## config.mk

```make
export PLATFORM = sky130hd
export DESIGN_NAME = hex_display_driver_flat
export DESIGN_NICKNAME = d
export VERILOG_FILES = /design/src/rtl/hex_disp_pkg.sv /design/src/rtl/hex_display_driver_if.sv /design/src/rtl/seg7_glyph.sv /design/src/rtl/hex_display_driver.sv /design/src/flat_wrapper.sv
export SDC_FILE = /design/constraint.sdc
export NUM_CORES = 1
export LEC_CHECK = 0
export BUFFER_PORTS_ARGS = -buffer_cell sky130_fd_sc_hd__buf_2
export CORE_MARGIN = 4
export CORE_UTILIZATION = 40
export DETAILED_ROUTE_END_ITERATION = 8
export SETUP_SLACK_MARGIN = 0.02
export SLEW_MARGIN = 20
export SYNTH_ARGS = -nofsm -noshare
export SYNTH_HDL_FRONTEND = slang
export SYNTH_SLANG_ARGS = --single-unit
```

## constraint.sdc

```tcl
create_clock -name clock -period 5.3 [get_ports clock]
set_input_delay 0.265 -clock clock [delete_from_list [all_inputs] [get_ports clock]]
set_output_delay 0.265 -clock clock [all_outputs]
set_load 0.02 [all_outputs]
```

## src/rtl/hex_disp_pkg.sv

```systemverilog
// Shared types and constants for the serial-scan hex display driver.
// Glyphs are active-high with bit0 = segment a through bit6 = segment g.
package hex_disp_pkg;

    typedef enum logic [1:0] {
        IDLE,
        SCAN,
        COMMIT
    } disp_state_e;

    localparam logic [6:0] SEG_DARK = 7'h00;

    localparam logic [6:0] GLYPH_TABLE [16] = '{
        7'h3F, 7'h06, 7'h5B, 7'h4F, 7'h66, 7'h6D, 7'h7D, 7'h07,
        7'h7F, 7'h6F, 7'h77, 7'h7C, 7'h39, 7'h5E, 7'h79, 7'h71
    };

endpackage

```

## src/rtl/hex_display_driver_if.sv

```systemverilog
// Load/busy/done handshake plus packed value and segment outputs.
interface hex_display_driver_if #(
    parameter int unsigned NUM_DIGITS = 6
);
    logic                    load;
    logic [4*NUM_DIGITS-1:0] value;
    logic                    blank_lz;
    logic [NUM_DIGITS-1:0]   blink_mask;
    logic                    busy;
    logic                    done;
    logic [7*NUM_DIGITS-1:0] hex;

    modport master (
        output load, value, blank_lz, blink_mask,
        input  busy, done, hex
    );

    modport slave (
        input  load, value, blank_lz, blink_mask,
        output busy, done, hex
    );
endinterface

```

## src/rtl/seg7_glyph.sv

```systemverilog
// Combinational nibble-to-glyph decoder, active-high segments.
module seg7_glyph
    import hex_disp_pkg::*;
(
    input  logic [3:0] nibble,
    output logic [6:0] glyph
);
    assign glyph = GLYPH_TABLE[nibble];
endmodule

```

## src/rtl/hex_display_driver.sv

```systemverilog
// Multi-digit hex display driver: one shared decoder scans digits MSB-first into a
// staging buffer, then commits the whole pattern at once; per-digit blink on output.
module hex_display_driver
    import hex_disp_pkg::*;
#(
    parameter int unsigned NUM_DIGITS = 6,
    parameter int unsigned BLINK_DIV  = 25_000_000,
    parameter bit          ACTIVE_LOW = 1'b1
) (
    input logic                 clock,
    input logic                 reset,
    hex_display_driver_if.slave bus
);
    localparam int unsigned IdxW = (NUM_DIGITS > 1) ? $clog2(NUM_DIGITS) : 1;
    localparam int unsigned CntW = (BLINK_DIV > 1) ? $clog2(BLINK_DIV) : 1;
    localparam int unsigned ValW = 4 * NUM_DIGITS;
    localparam int unsigned SegW = 7 * NUM_DIGITS;

    disp_state_e           state_q, state_d;
    logic [ValW-1:0]       value_q;
    logic [NUM_DIGITS-1:0] mask_sh_q;
    logic [NUM_DIGITS-1:0] mask_q;
    logic                  lz_run_q;
    logic [IdxW-1:0]       idx_q;
    logic [SegW-1:0]       stage_q;
    logic [SegW-1:0]       pattern_q;
    logic [CntW-1:0]       blink_cnt_q;
    logic                  phase_q;
    logic [3:0]            nibble;
    logic [6:0]            glyph;
    logic                  slot_blank;
    logic [6:0]            seg;
    logic [SegW-1:0]       hex_out;

    assign nibble = value_q[4*idx_q +: 4];

    seg7_glyph u_glyph (
        .nibble (nibble),
        .glyph  (glyph)
    );

    // Digit 0 is never blanked so an all-zero value still shows "0".
    assign slot_blank = lz_run_q && (nibble == 4'h0) && (idx_q != '0);

    always_ff @(posedge clock or posedge reset) begin
        if (reset) begin
            state_q <= IDLE;
        end else begin
            state_q <= state_d;
        end
    end

    always_comb begin
        state_d = state_q;
        case (state_q)
            IDLE:    if (bus.load) state_d = SCAN;
            SCAN:    if (idx_q == '0) state_d = COMMIT;
            COMMIT:  state_d = IDLE;
            default: state_d = IDLE;
        endcase
    end

    always_ff @(posedge clock or posedge reset) begin
        if (reset) begin
            value_q   <= '0;
            mask_sh_q <= '0;
            mask_q    <= '0;
            lz_run_q  <= 1'b0;
            idx_q     <= '0;
            stage_q   <= '0;
            pattern_q <= {NUM_DIGITS{SEG_DARK}};
        end else begin
            case (state_q)
                IDLE: begin
                    if (bus.load) begin
                        value_q   <= bus.value;
                        mask_sh_q <= bus.blink_mask;
                        lz_run_q  <= bus.blank_lz;
                        idx_q     <= IdxW'(NUM_DIGITS - 1);
                    end
                end
                SCAN: begin
                    stage_q[7*idx_q +: 7] <= slot_blank ? SEG_DARK : glyph;
                    lz_run_q              <= slot_blank;
                    if (idx_q != '0) idx_q <= idx_q - 1'b1;
                end
                COMMIT: begin
                    pattern_q <= stage_q;
                    mask_q    <= mask_sh_q;
                end
                default: ;
            endcase
        end
    end

    // Free-running blink timebase, deliberately untouched by load.
    always_ff @(posedge clock or posedge reset) begin
        if (reset) begin
            blink_cnt_q <= '0;
            phase_q     <= 1'b0;
        end else if (blink_cnt_q == CntW'(BLINK_DIV - 1)) begin
            blink_cnt_q <= '0;
            phase_q     <= ~phase_q;
        end else begin
            blink_cnt_q <= blink_cnt_q + 1'b1;
        end
    end

    always_comb begin
        hex_out = '0;
        seg     = SEG_DARK;
        for (int i = 0; i < int'(NUM_DIGITS); i++) begin
            seg = pattern_q[7*i +: 7];
            if (mask_q[i] && phase_q) seg = SEG_DARK;
            hex_out[7*i +: 7] = ACTIVE_LOW ? ~seg : seg;
        end
    end

    assign bus.hex  = hex_out;
    assign bus.busy = (state_q != IDLE);
    assign bus.done = (state_q == COMMIT);

endmodule

```

## src/flat_wrapper.sv

```systemverilog
// flat-port wrapper written by rule: the top's interface ports become plain ports
module hex_display_driver_flat import hex_disp_pkg::*;
#(
    parameter int unsigned NUM_DIGITS = 6,
    parameter int unsigned BLINK_DIV  = 25_000_000,
    parameter bit          ACTIVE_LOW = 1'b1
)
  (clock, reset, bus_load, bus_value, bus_blank_lz, bus_blink_mask, bus_busy, bus_done, bus_hex);
  hex_display_driver_if #(.NUM_DIGITS(NUM_DIGITS)) bus_i ();
  input logic clock;
  input logic reset;
  input wire logic [$bits(bus_i.load)-1:0] bus_load;
  input wire logic [$bits(bus_i.value)-1:0] bus_value;
  input wire logic [$bits(bus_i.blank_lz)-1:0] bus_blank_lz;
  input wire logic [$bits(bus_i.blink_mask)-1:0] bus_blink_mask;
  output wire logic [$bits(bus_i.busy)-1:0] bus_busy;
  output wire logic [$bits(bus_i.done)-1:0] bus_done;
  output wire logic [$bits(bus_i.hex)-1:0] bus_hex;
  assign bus_i.load = bus_load;
  assign bus_i.value = bus_value;
  assign bus_i.blank_lz = bus_blank_lz;
  assign bus_i.blink_mask = bus_blink_mask;
  assign bus_busy = bus_i.busy;
  assign bus_done = bus_i.done;
  assign bus_hex = bus_i.hex;
  hex_display_driver #(.NUM_DIGITS(NUM_DIGITS), .BLINK_DIV(BLINK_DIV), .ACTIVE_LOW(ACTIVE_LOW)) u_core (.clock(clock), .reset(reset), .bus(bus_i));
endmodule
```

==> run metrics <==
Starting Density=between 40 and 50%; number of synthesized flops with an enable pin=0; IO Pins=78; DR vias/cell=about 5; number of placed cells counting well taps=around 860; Crit Path Class=flop to flop; Yosys cell types=55; Worst Setup End Kind=flop; MaxCap Viol Count=0; minimum clock period=approximately 3600 ps; required time of the critical path=roughly 5600 ps; Nets=710; Hold Fails Final Rpt=0; Post-synth ARST share=100%; clock latency on the worst-skew pair=410 ps; commonest non-fill, non-tap cell in the layout=dfrtp_1; outcome=finished clean; Final Slew Violations=0; fin worst setup slack=between 1500 and 2000 ps; Buffers on Ports=77; die width=between 100 and 150 µm; GRT Residual Overflow=0; Post-Syn Area=between 0.006 and 0.007 mm²; Final HPWL DP=a little over 10000 µm; critical path startpoint category=flop; htree depth=4; Initial DRT Pass Iterations=4; Die Footprint=0.0191 mm²; final cell utilization of the core=roughly half; gpl congestion=0.821; Antenna Nets Post-Route=0; Core Rows=47; Worst Max-Slew Pin Slew=approximately 940 ps; # fillers=approximately 1500; Post-Place Setup Slack=1650 ps; Hold Buf Count CTS=0; global-route wire length before repair=between 20000 and 25000 µm; share of the yosys chip area belonging to registers=between 50% and 60%; YS warnings=0; CP max FO=24; dominant synthesized flop cell=dfrtp_1; Worst VDD drop=approximately 320 µV; PnR Total Power=between 5 and 6 mW; Non-Filler Instances=895; antenna cells=0; Slew HR=between 30% and 40%; PwrDens=~630 mW/mm²; TritonCTS Sinks=approximately 150; Post-CTS Setup Inserts=0; worst hold margin=40.2 ps; # resized after CTS=0; Root Driver=clkbuf_16; vias=about 4500; residual DRC count=0; layout cells sized above 1=33.3%; register bit total from synthesis=roughly 150; LEAKAGE=3.71 nW; P&R area growth vs syn=18.4%; setup_tns=0 ps; Worst-path clk slew=~60 ps; wire per inst=approximately 16 µm; Cells after Synth=between 500 and 600; largest net degree at the start of global routing=approximately 100; Final setup viols=0; GR Util All Layers=16.0%; commonest cells after routing, fill and taps aside=dfrtp_1, nand2_1, mux2_2; Mapped Nets=about 630; Final period util=68.2%; final WL=about 15000 µm; initial antenna violation count=0; Hold WC Path Type=input pin to async pin; vias in the first global route=slightly below 5000; RSZ-0062 raised after global routing=false; CTS Buffer Depth=2; Die Span Y=138 µm; Post-DP Area=0.00741 mm²; TritonCTS Buffers=17; Clock Skew=between 6 and 7 ps; initial drt markers=between 200 and 300; CTS tree=yes; arrival time worst endpoint=3880 ps; Core Region=approximately 0.017 mm²; FMAX=approximately 280 MHz; Final Cell Area=0.00804 mm²; Synth Area per Inst=11.7 µm²
## metal layers
metal	track usage, %	wire length [µm]	vias up
li1	-	-	2182
met1	21.2	6930	2282
met2	25.8	6970	73
met3	4.42	568	9
met4	4.73	161	0
met5	0	0	-
## flip-flops by register name, indices dropped and copies added (netlist names)
signal / flops
u_core.blink_cnt_q: 25
u_core.pattern_q: 42
u_core.stage_q: 42
u_core.mask_sh_q: 6
u_core.phase_q: 1
u_core.idx_q: 3
u_core.value_q: 24
u_core.mask_q: 6
u_core.state_q: 2
u_core.lz_run_q: 1
## cell families after synthesis
kind of cell	synth area share (%)
compound gates	6.89
xor+xnor	3.10
fa+ha+maj	2.40
buf+inv	1.90
flops	56.0
mux	16.3
simple gates	13.4
## worst max-delay path: stages (launching register included)
cell       delay (ps)
dfrtp_1           900
mux2_2            430
a221oi_1          780
ha_1              330
nand3_1           190
nand2_1           120
a21oi_1            70
o2bb2ai_1         450
o21ai_0           200
## area by class of cell
type	count	area (µm²)	area share [%]
clock buffer	21	460	5.73
clock inverter	10	168	2.09
inverter	10	42.5	0.529
multi-input combinational	400	2870	35.7
sequential	152	3800	47.3
tap	220	275	3.42
timing repair buffer	82	423	5.26
## power breakdown
part           internal (mW)  switching (mW)
clock network          0.815           0.468
logic                  0.791            1.11
registers               1.56           0.286
## cells in the mapped netlist (all sizes together), types with 2 or more instances
| master | instances | area, µm² |
|---|---|---|
| a211oi | 2 | 15.0 |
| a21oi | 4 | 20.0 |
| a221oi | 2 | 17.5 |
| and2 | 3 | 18.8 |
| and3 | 4 | 25.0 |
| and4 | 3 | 26.3 |
| buf | 6 | 45.0 |
| clkbuf | 10 | 37.5 |
| dfrtp | 152 | 3800 |
| ha | 13 | 163 |
| inv | 10 | 37.5 |
| mux2 | 91 | 1020 |
| mux2i | 3 | 30.0 |
| mux4 | 2 | 52.6 |
| nand2 | 105 | 397 |
| nand2b | 2 | 12.5 |
| nand3 | 19 | 105 |
| nand3b | 2 | 15.0 |
| nand4 | 5 | 31.3 |
| nor2 | 34 | 128 |
| nor2b | 8 | 57.6 |
| nor3 | 4 | 20.0 |
| o21ai | 40 | 223 |
| o22ai | 3 | 25.0 |
| o31ai | 6 | 55.1 |
| or2 | 4 | 25.0 |
| or3 | 2 | 13.8 |
| xnor2 | 9 | 78.8 |
| xor2 | 15 | 131 |
## worst paths after layout
| path | start | endpoint | slack [ps] | cells past startpoint |
|---|---|---|---|---|
| max in group asynchronous | reset | u_core.value_q[15] | 4000 | 3 |
| max | u_core.idx_q[0] | u_core.stage_q[12] | 1690 | 8 |
| min in group clock | bus_value[14] | u_core.value_q[14] | 90 | 2 |
| max reg2reg | u_core.idx_q[0] | u_core.stage_q[12] | 1690 | 8 |
| min reg2reg | u_core.stage_q[0] | u_core.stage_q[0] | 480 | 2 |
| min | reset | u_core.value_q[14] | 40 | 2 |
(Power assumes the default switching activity.)
